--- config.mk ---
export PLATFORM = sky130hd
export DESIGN_NAME = spi_slave_piso
export DESIGN_NICKNAME = d
export VERILOG_FILES = /design/src/rtl/spi_slave_piso.sv
export SDC_FILE = /design/constraint.sdc
export NUM_CORES = 1
export LEC_CHECK = 0
export CORE_UTILIZATION = 55
export DETAILED_ROUTE_END_ITERATION = 7
export GPL_TIMING_DRIVEN = 0
export PLACE_DENSITY = 0.78
export SLEW_MARGIN = 15
export SYNTH_ARGS = -nofsm -noshare
export SYNTH_HDL_FRONTEND = slang
export SYNTH_SLANG_ARGS = --single-unit
export TNS_END_PERCENT = 50
--- constraint.sdc ---
create_clock -name clk -period 2.45 [get_ports clk]
set_input_delay 0.49 -clock clk [delete_from_list [all_inputs] [get_ports clk]]
set_output_delay 0.49 -clock clk [all_outputs]
set_load 0.005 [all_outputs]
--- src/rtl/spi_slave_piso.sv ---
// SPI slave transmit engine: one-word holding buffer, SCLK/CSn synchronisers, MISO serialiser.
// Optional `SPI_SLAVE_PISO_REPEAT_EN resends the last loaded word on underrun instead of all ones.
//
// state | meaning
// IDLE  | deselected, MISO not driven, bit counter cleared
// LOAD  | one clk after CSn fall: buffer (or fill word) moves into the shift register
// SHIFT | selected, bits launched/sampled on SCLK edges, reload at every word boundary
module spi_slave_piso #(
    parameter int WordLen    = 8,
    parameter int SyncStages = 2
) (
    input  logic               clk,
    input  logic               rstn,
    input  logic               SCLK,
    input  logic               CSn,
    input  logic               CPOL,
    input  logic               CPHA,
    input  logic               Endiannes,
    input  logic [WordLen-1:0] TxData,
    input  logic               TxValid,
    output logic               TxReady,
    output logic               MISO,
    output logic               MISOOE,
    output logic               WordDone,
    output logic               Underrun
);

    localparam int CntW = $clog2(WordLen + 1);

    typedef enum logic [1:0] {IDLE, LOAD, SHIFT} state_t;

    state_t               state, state_nxt;
    logic [SyncStages-1:0] sclk_sync, csn_sync;
    logic                 sclk_prev, csn_prev;
    logic                 sclk_s, csn_s;
    logic                 lead_edge, trail_edge, launch_edge, sample_edge;
    logic                 csn_fall, csn_rise;
    logic                 load_word, word_end;
    logic [WordLen-1:0]   shreg, buf_data, fill_word, load_src, load_shifted;
    logic                 buf_full, miso_q, hold_launch, word_done_q, underrun_q;
    logic [CntW-1:0]      bit_cnt;

    always_ff @(posedge clk or negedge rstn) begin
        if (!rstn) begin
            sclk_sync <= '0;
            csn_sync  <= '0;
            sclk_prev <= 1'b0;
            csn_prev  <= 1'b0;
        end else begin
            sclk_sync <= {sclk_sync[SyncStages-2:0], SCLK};
            csn_sync  <= {csn_sync[SyncStages-2:0], CSn};
            sclk_prev <= sclk_sync[SyncStages-1];
            csn_prev  <= csn_sync[SyncStages-1];
        end
    end

    // CSn chain resets low so a select already held through reset is not seen as a fresh fall.
    assign sclk_s      = sclk_sync[SyncStages-1];
    assign csn_s       = csn_sync[SyncStages-1];
    assign lead_edge   = CPOL ? (~sclk_s & sclk_prev) : (sclk_s & ~sclk_prev);
    assign trail_edge  = CPOL ? (sclk_s & ~sclk_prev) : (~sclk_s & sclk_prev);
    assign launch_edge = CPHA ? lead_edge : trail_edge;
    assign sample_edge = CPHA ? trail_edge : lead_edge;
    assign csn_fall    = ~csn_s & csn_prev;
    assign csn_rise    = csn_s & ~csn_prev;

    always_ff @(posedge clk or negedge rstn) begin
        if (!rstn) state <= IDLE;
        else       state <= state_nxt;
    end

    always_comb begin
        state_nxt = state;
        load_word = 1'b0;
        word_end  = 1'b0;
        case (state)
            IDLE: if (csn_fall) state_nxt = LOAD;
            LOAD: begin
                load_word = 1'b1;
                state_nxt = SHIFT;
            end
            SHIFT: begin
                if (sample_edge && bit_cnt == CntW'(WordLen - 1)) begin
                    word_end  = 1'b1;
                    load_word = 1'b1;
                end
            end
            default: state_nxt = IDLE;
        endcase
        if (csn_rise) begin
            state_nxt = IDLE;
            load_word = 1'b0;
            word_end  = 1'b0;
        end
    end

`ifdef SPI_SLAVE_PISO_REPEAT_EN
    logic [WordLen-1:0] last_word;

    always_ff @(posedge clk or negedge rstn) begin
        if (!rstn)                      last_word <= '1;
        else if (load_word && buf_full) last_word <= buf_data;
    end

    assign fill_word = last_word;
`else
    assign fill_word = '1;
`endif

    assign load_src     = buf_full ? buf_data : fill_word;
    assign load_shifted = Endiannes ? {load_src[WordLen-2:0], 1'b0} : {1'b0, load_src[WordLen-1:1]};

    always_ff @(posedge clk or negedge rstn) begin
        if (!rstn) begin
            shreg       <= '0;
            buf_data    <= '0;
            buf_full    <= 1'b0;
            miso_q      <= 1'b0;
            hold_launch <= 1'b0;
            bit_cnt     <= '0;
            word_done_q <= 1'b0;
            underrun_q  <= 1'b0;
        end else begin
            word_done_q <= word_end;
            underrun_q  <= load_word & ~buf_full;
            if (load_word) buf_full <= 1'b0;
            if (TxValid && !buf_full) begin
                buf_data <= TxData;
                buf_full <= 1'b1;
            end
            if (state == IDLE) begin
                bit_cnt     <= '0;
                hold_launch <= 1'b0;
                miso_q      <= 1'b0;
            end else if (load_word) begin
                bit_cnt <= '0;
                if (!CPHA) begin
                    // First bit goes out now; on a reload the trailing edge that follows is already covered.
                    miso_q      <= Endiannes ? load_src[WordLen-1] : load_src[0];
                    shreg       <= load_shifted;
                    hold_launch <= (state == SHIFT);
                end else begin
                    shreg       <= load_src;
                    hold_launch <= 1'b0;
                end
            end else if (state == SHIFT) begin
                if (sample_edge) bit_cnt <= bit_cnt + CntW'(1);
                if (launch_edge) begin
                    if (hold_launch) begin
                        hold_launch <= 1'b0;
                    end else begin
                        miso_q <= Endiannes ? shreg[WordLen-1] : shreg[0];
                        shreg  <= Endiannes ? {shreg[WordLen-2:0], 1'b0} : {1'b0, shreg[WordLen-1:1]};
                    end
                end
            end
        end
    end

    assign TxReady  = ~buf_full;
    assign MISO     = miso_q;
    assign MISOOE   = (state != IDLE);
    assign WordDone = word_done_q;
    assign Underrun = underrun_q;

endmodule

==> run summary, run 1 <==
The flow ran to the end, and the final reports show no timing, DRC or antenna violations. The worst register-to-register path has a depth of 9. Measured along the x axis, the die boundary spans 59.8 um. The final period utilization came out at 0.956. The total number of nets in the final design was 218. The placeable core region came out at 3100 um^2. Setup repair after global routing left no endpoint under its margin. The final-layout fill cell count is 253.

Path class of the lowest-slack min-delay path: input pin to asynchronous set/reset pin. After detailed routing, the met2 layer carries 1820 um of wire. The estimated wirelength of the detail-placed design is 2780 um, and the endpoint arrival time on the critical path is 2.59 ns. The first global-routing pass estimated 6350 um of wire. The layout cell share with drive strength beyond 1 is 0.208. For the TritonCTS buffer count, the log shows 5. The run gives 211 um as the sum of met3 wire segment lengths after detailed routing. STA classifies the critical path startpoint as a flop. Summed over all cells, the static leakage comes to 0.958 nW. For the overall die area, the log shows 3570 um^2. The starting DRC count in detailed routing was 31. STA classifies the critical path endpoint as a flop.

Setup slack on the worst reg-to-reg path comes out at 0.11 ns. The logs give 2.69 ns for the required time of the critical path and 427 MHz for the timing-limited maximum frequency. The netlist area before placement is 1840 um^2, and the total DRC errors in the routed layout is 0. The worst-case IR drop observed on VDD is 550 uV. The final count of hold timing violations is 0. The commonest non-fill, non-tap cell in the layout was sky130_fd_sc_hd__dfrtp_1. Input and output buffers added on the ports amount to 20. Clock-pin transition on the worst setup and hold timing paths: 0.11 ns.

The share of flip-flops with an asynchronous set or reset was 1.00. For this run, the leading register cell type out of synthesis is sky130_fd_sc_hd__dfrtp_1. The aggregate routed wire length is 3740 um. In this run the critical register-to-register path is launched from state[0].

The initial antenna violation count was 0. Share of the yosys chip area belonging to registers: 0.450. The sum of overflow across all layers after global routing was 0. The first detailed-routing pass ran for 4 iterations. Setup violations remaining at the end of the flow were counted as 0. For the largest net degree at the start of global routing, the log shows 34. A synthesized cell averages 10.9 um^2. The final count of pins violating max slew is 0. The tools report the top-level port count as 21. The overall power of the completed layout is 2.20 mW, and the critical-path maximum fanout is 10. The maximum clock skew at final layout came out at 0.00836 ns. The max-cap check violation count is 0. The library cells used most frequently in the layout, excluding fill and tap cells, are 32 x sky130_fd_sc_hd__dfrtp_1, 19 x sky130_fd_sc_hd__clkdlybuf4s50_1, 14 x sky130_fd_sc_hd__nand2_1. In this run, distinct cell masters in the synthesized netlist total 38.

The power density over cell area is 995 nW/um^2, and the maximum number of buffers from clock root to sink is 2. After floorplanning, the core was divided into 20 placement rows. Classification of the worst setup path: flop to flop. The post-detailed-route count of antenna-violating nets was 0. The total number of clock tree sinks came out at 33.

Dividing the detail-routed via count by the number of cells gives 5.88. 0 antenna diodes ended up in the layout. From bottom edge to top edge, the die measures 59.8 um. Clock root buffer: sky130_fd_sc_hd__clkbuf_4. Final routed wire length divided by cell count: 15.5 um. The synthesized design contains 0 enable-type register cells.

The via count of the first global-routing pass is 1408, and the final core area utilization is 0.711. Met1 routed wirelength after detailed routing: 1650 um. The share of the synthesized area in the top cell type is 0.450.

For the relative max-transition margin, the log shows 0.528. Uppermost signal routing layer after detailed routing: met4. The tools report the initial core utilization as 0.592. Across all layers, the routed design uses 1416 vias.

The biggest area consumer among synthesized cells was sky130_fd_sc_hd__dfrtp_1. The flip-flop and latch count after synthesis was 33; the hold buffer count at CTS was 0. The number of nets handed over by synthesis was 190.

The clock reaches the later pin of the worst-skew pair after 0.35 ns. TritonCTS built the clock tree. The logs give 0 ns for the total negative slack for setup checks and 0 for the synthesis warning total. Subtracting the final worst setup slack from the clock period gives 2.34 ns. Relative to the synthesized area, the layout overhead comes to 20.2%. Ranked by total cell area, the synthesized netlist is headed by sky130_fd_sc_hd__dfrtp_1 45%, sky130_fd_sc_hd__mux2_2 7.4%, sky130_fd_sc_hd__mux2i_1 4.9%. Synthesis produced 168 cells.

The overall routing resource usage is 0.247, and the worst-margin pin slew is 0.708 ns. The worst register-to-register path ends at shreg[2]. The congestion estimate from routability-driven global placement came to 0.812.

H-tree depth: 2.
kinds of logic (layout without fill, tap and decap cells):
family                     after synthesis  count (layout)  synth area share
adders and majority gates                6               6            0.0409
DFF                                     33              33             0.450
buffers and inverters                   16              45            0.0347
xor gates and xnor gates                 4               4            0.0232
and+or+nand+nor                         43              43             0.124
AOI/OAI and AO/OA                       38              38             0.149
muxes                                   28              28             0.179
area by class of cell:
cell class,count,area [um^2],share of cell area
Tap cell,44,55.1,0.0249
Clock inverter,3,46.3,0.0210
Buffer,7,32.5,0.0147
Inverter,8,30.0,0.0136
Sequential cell,33,827,0.375
Multi-Input combinational cell,119,968,0.439
Timing Repair Buffer,22,210,0.0952
Clock buffer,5,37.5,0.0170
how the worst max path moves through the flow:
stage	startpoint	end	slack (ns)	depth (start not counted)
final	state[0]	shreg[2]	0.11	9
after CTS	state[0]	shreg[5]	0.009	9
after global placement	CPHA	shreg[6]	-0.23	6
after detailed placement	CPHA	shreg[5]	-0.27	6
after global routing	state[0]	shreg[1]	0.009	9
after floorplan	state[0]	shreg[1]	0.35	8
critical path, stage by stage, from the launching register on:
cell and delay (ns):
sky130_fd_sc_hd__dfrtp_2 0.47, sky130_fd_sc_hd__inv_1 0.12, sky130_fd_sc_hd__ha_1 0.19, sky130_fd_sc_hd__clkbuf_4 0.20, sky130_fd_sc_hd__nand4b_1 0.16, sky130_fd_sc_hd__mux2i_4 0.31
sky130_fd_sc_hd__a21oi_4 0.16, sky130_fd_sc_hd__a21oi_4 0.18, sky130_fd_sc_hd__buf_4 0.16, sky130_fd_sc_hd__mux2_4 0.29
sequential cells by signal, summed over array words and instances, names as in the netlist:
name         flops
state            2
csn_prev         1
bit_cnt          4
sclk_prev        1
buf_full         1
shreg            8
hold_launch      1
buf_data         8
MISO             1
Underrun         1
WordDone         1
sclk_sync        2
csn_sync         2
per-stage QoR:
| step | hold slack (ns) | setup slack, ns | cell area [um^2] | instances |
|---|---|---|---|---|
| floorplan | 0.194 | 0.347 | 1840 | 168 |
| global placement | 0.332 | -0.228 | 2090 | 232 |
| detailed placement | 0.341 | -0.269 | 2090 | 232 |
| CTS | 0.194 | 0.00928 | 2180 | 241 |
| global route | 0.220 | 0.00902 | 2210 | 241 |
| finish | 0.174 | 0.108 | 2210 | 241 |
what timing repair did:
action | CTS | global route
buffers inserted | 2 | 0
pin swaps | 1 | 0
setup endpoints to repair | 7 | 11
gates resized for setup | 0 | 6
synth_stat cells, drive strengths merged, types with 2 or more instances:
master  instances
nor2            7
a221o           2
nor3            5
o311ai          2
clkbuf          5
a21o            3
inv             8
xnor2           2
a21oi           9
ha              6
mux2i          10
buf             3
o21ai          11
nand2b          4
xor2            2
nand4b          2
dfrtp          33
o22ai           2
mux2           18
o32a            6
nand2          14
nand3           3
routing by layer:
layer  global-route usage  vias to the layer above
li1                     -                      675
met1                0.313                      694
met2                0.383                       38
met3               0.0887                        9
met4               0.0997                        0
met5                    0                        -
power by group:
| group | internal, mW | leakage, nW | total (mW) | switching [mW] |
|---|---|---|---|---|
| clock network | 0.216 | 0.0414 | 0.418 | 0.202 |
| logic | 0.478 | 0.502 | 0.907 | 0.429 |
| registers | 0.705 | 0.415 | 0.870 | 0.165 |
| total | 1.40 | 0.958 | 2.20 | 0.796 |
(Power assumes the default switching activity.)
==> inputs of run 2 (changes only) <==
--- a/config.mk
+++ b/config.mk
@@ -5,10 +5,11 @@
 export SDC_FILE = /design/constraint.sdc
 export NUM_CORES = 1
 export LEC_CHECK = 0
-export CORE_UTILIZATION = 55
+export CORE_UTILIZATION = 47
+export CTS_CLUSTER_SIZE = 14
 export DETAILED_ROUTE_END_ITERATION = 7
 export GPL_TIMING_DRIVEN = 0
-export PLACE_DENSITY = 0.78
+export PLACE_DENSITY = 0.69
 export SLEW_MARGIN = 15
 export SYNTH_ARGS = -nofsm -noshare
 export SYNTH_HDL_FRONTEND = slang
==> run summary, run 2 (synthesis gave the netlist of run 1 again) <==
The flow ran to the end, and the final reports show no timing, DRC or antenna violations. For the aggregate routed wire length, the log shows 3790 um (+1.3%). The run gives 1398 (-1.3%) as the total vias in the final route. For the final count of pins violating max slew, the log shows 0 (unchanged). The worst setup path is captured at a flop. The tools report the insertion delay to the later sink of the worst-skew pair as 0.29 ns (-0.06 ns).

The number of diodes added for antenna fixing is 0 (unchanged). In this run the clock root is driven by a sky130_fd_sc_hd__clkbuf_8. The clock-pin transition on the worst setup and hold timing paths was 0.07 ns (-0.04 ns). The run gives 0 (unchanged) as the initial antenna violation count. The tools report the maximum ir drop on the vdd rail as 536 uV (-2.5%). Final count of hold timing violations: 0 (unchanged). The logs give 219 (+0.46%) for the total number of nets in the final design and 4 (unchanged) for the first-pass detailed-route iteration total. Setup repair after global routing could not meet its margin everywhere. The overall die area is 4160 um^2 (+16%), and the largest net degree at the start of global routing is 34 (unchanged).

The overall die height was 64.5 um (+7.9%); the final routed wire length divided by cell count was 15.4 um (-0.75%). The largest registers in the layout are buf_data x8, shreg x8, bit_cnt x4. The top-level port count came out at 21 (unchanged). The total negative slack for setup checks came out at 0 ns (unchanged). Average vias per placed instance: 5.68 (-3.3%). The critical path launch point type is an input pin. The TritonCTS buffer count was 5 (unchanged); the maximum number of buffers from clock root to sink was 2 (unchanged). The critical-path maximum fanout works out to 6 (-4). Classification of the worst setup path: input pin to flop. The initial core utilization was 0.494 (-0.0977). The placeable core region was 3720 um^2 (+20%).

The H-tree depth came out at 2 (unchanged). For the endpoint arrival time on the critical path, the log shows 2.58 ns (about the same). The sum of overflow across all layers after global routing came out at 0 (unchanged). The clock period minus worst slack works out to 2.41 ns (+0.0719 ns). The tools report the estimated wirelength of the detail-placed design as 2700 um (-3.0%).

The worst hold path belongs to the class input pin to asynchronous set/reset pin. The worst-case hold slack came out at 0.253 ns (+0.0790 ns). The logs give 73 (+140%) for the starting DRC count in detailed routing and 0.493 (-0.0349) for the relative max-transition margin. The total number of clock tree sinks was 33 (unchanged); the global-route wire length before repair was 6310 um (-0.65%). For the routability congestion estimate, the log shows 0.845 (+4.0%). The final-layout fill cell count is 305 (+21%). The library cells used most frequently in the layout, excluding fill and tap cells, are 33 x sky130_fd_sc_hd__dfrtp_1, 19 x sky130_fd_sc_hd__clkdlybuf4s50_1, 14 x sky130_fd_sc_hd__nand2_1.

Timing-limited maximum frequency: 414 MHz (-3.0%). The signed area change from the synthesized netlist to the final layout is 24.4%. The power density over cell area works out to 1050 nW/um^2 (+5.1%). Number of core rows: 22 (+10%). TritonCTS built the clock tree. Max-cap check violation count: 0 (unchanged). The worst-margin pin slew is 0.753 ns (+0.0444 ns).

The maximum clock skew at final layout was 0.00684 ns (-0.00152 ns); the die outline width was 64.5 um (+7.9%). The number of I/O port buffers came out at 20 (unchanged). The layout cell share with drive strength beyond 1 is 0.197 (-0.0112).

The logs give 0 (unchanged) for the total DRC errors in the routed layout and 0 (unchanged) for the post-detailed-route count of antenna-violating nets. The overall routing resource usage is 0.196 (-0.0507), and the static leakage power is 0.995 nW (+3.8%). For the hold buffer count at CTS, the log shows 0 (unchanged).

The final period utilization was 0.985 (+0.0294); the setup-violating endpoint count in the final report was 0 (unchanged). The run gives 2.62 ns (-0.07 ns) as the required time of the critical path. The via count of the first global-routing pass was 1349 (-4.2%).

The commonest non-fill, non-tap cell in the layout is sky130_fd_sc_hd__dfrtp_1.
## run 2: cell count changes in the layout (fill, tap and decap cells not counted), sizes merged
cell,change
bufinv,+1
clkbuf,+1
clkinvlp,-1
## run 2: area by class of cell
class | instances | area [um^2] | share of cell area
inverter | 8 | 30.0 | 0.0131
tap | 48 | 60.1 | 0.0263
clock buffer | 5 | 68.8 | 0.0301
multi-input combinational | 119 | 975 | 0.427
sequential | 33 | 826 | 0.361
clock inverter | 3 | 65.1 | 0.0285
timing repair buffer | 22 | 223 | 0.0975
buffer | 8 | 37.5 | 0.0164
## run 2: through the flow
stage / utilization / power [mW] / cell area [um^2] / std cells / setup slack, ns
6_report: 0.615 / 2.39 / 2280 / 246 / 0.0356
2_1_floorplan: - / 1.47 / 1840 / 168 / 0.347
3_5_place_dp: 0.563 / 1.74 / 2090 / 236 / -0.263
3_3_place_gp: 0.564 / 1.69 / 2100 / 236 / -0.207
5_1_grt: 0.615 / 2.52 / 2280 / 246 / -0.0526
4_1_cts: 0.599 / 2.35 / 2230 / 244 / 0.0233
## run 2: worst max-delay path, cell delays in order
cell,delay (ns)
sky130_fd_sc_hd__clkdlybuf4s50_1,0.54
sky130_fd_sc_hd__xnor2_4,0.30
sky130_fd_sc_hd__mux2i_1,0.36
sky130_fd_sc_hd__nand3_1,0.25
sky130_fd_sc_hd__a21oi_4,0.20
sky130_fd_sc_hd__buf_12,0.14
sky130_fd_sc_hd__mux2_4,0.29
## run 2: report_power, final
group	leakage, nW	total, mW	internal (mW)	switching (mW)
clock network	0.0681	0.608	0.404	0.204
registers	0.416	0.870	0.705	0.165
logic	0.511	0.912	0.478	0.433
total	0.995	2.39	1.59	0.802
## run 2: final timing paths
kind	startpoint	cells past startpoint	endpoint	slack, ns
worst min register to register	sclk_sync[0]	0	sclk_sync[1]	0.36
worst max register to register	state[0]	8	shreg[3]	0.08
worst max-delay path	CPHA	7	shreg[6]	0.04
max in group asynchronous	rstn	1	buf_data[4]	1.73
min in group clk	sclk_sync[0]	0	sclk_sync[1]	0.36
worst min-delay path	rstn	1	bit_cnt[0]	0.25
## run 2: metal layers
layer | up-vias | track usage | routed length (um)
met1 | 693 | 0.268 | 1800
met3 | 5 | 0.0511 | 146
met5 | - | 0 | 0
met2 | 29 | 0.313 | 1820
met4 | 0 | 0.0417 | 23
li1 | 671 | - | -
## run 2: what timing repair did
action / in CTS / in global routing
resized for setup: 0 / 6
setup buffers: 0 / 2
endpoints found under the setup margin: 0 / 10
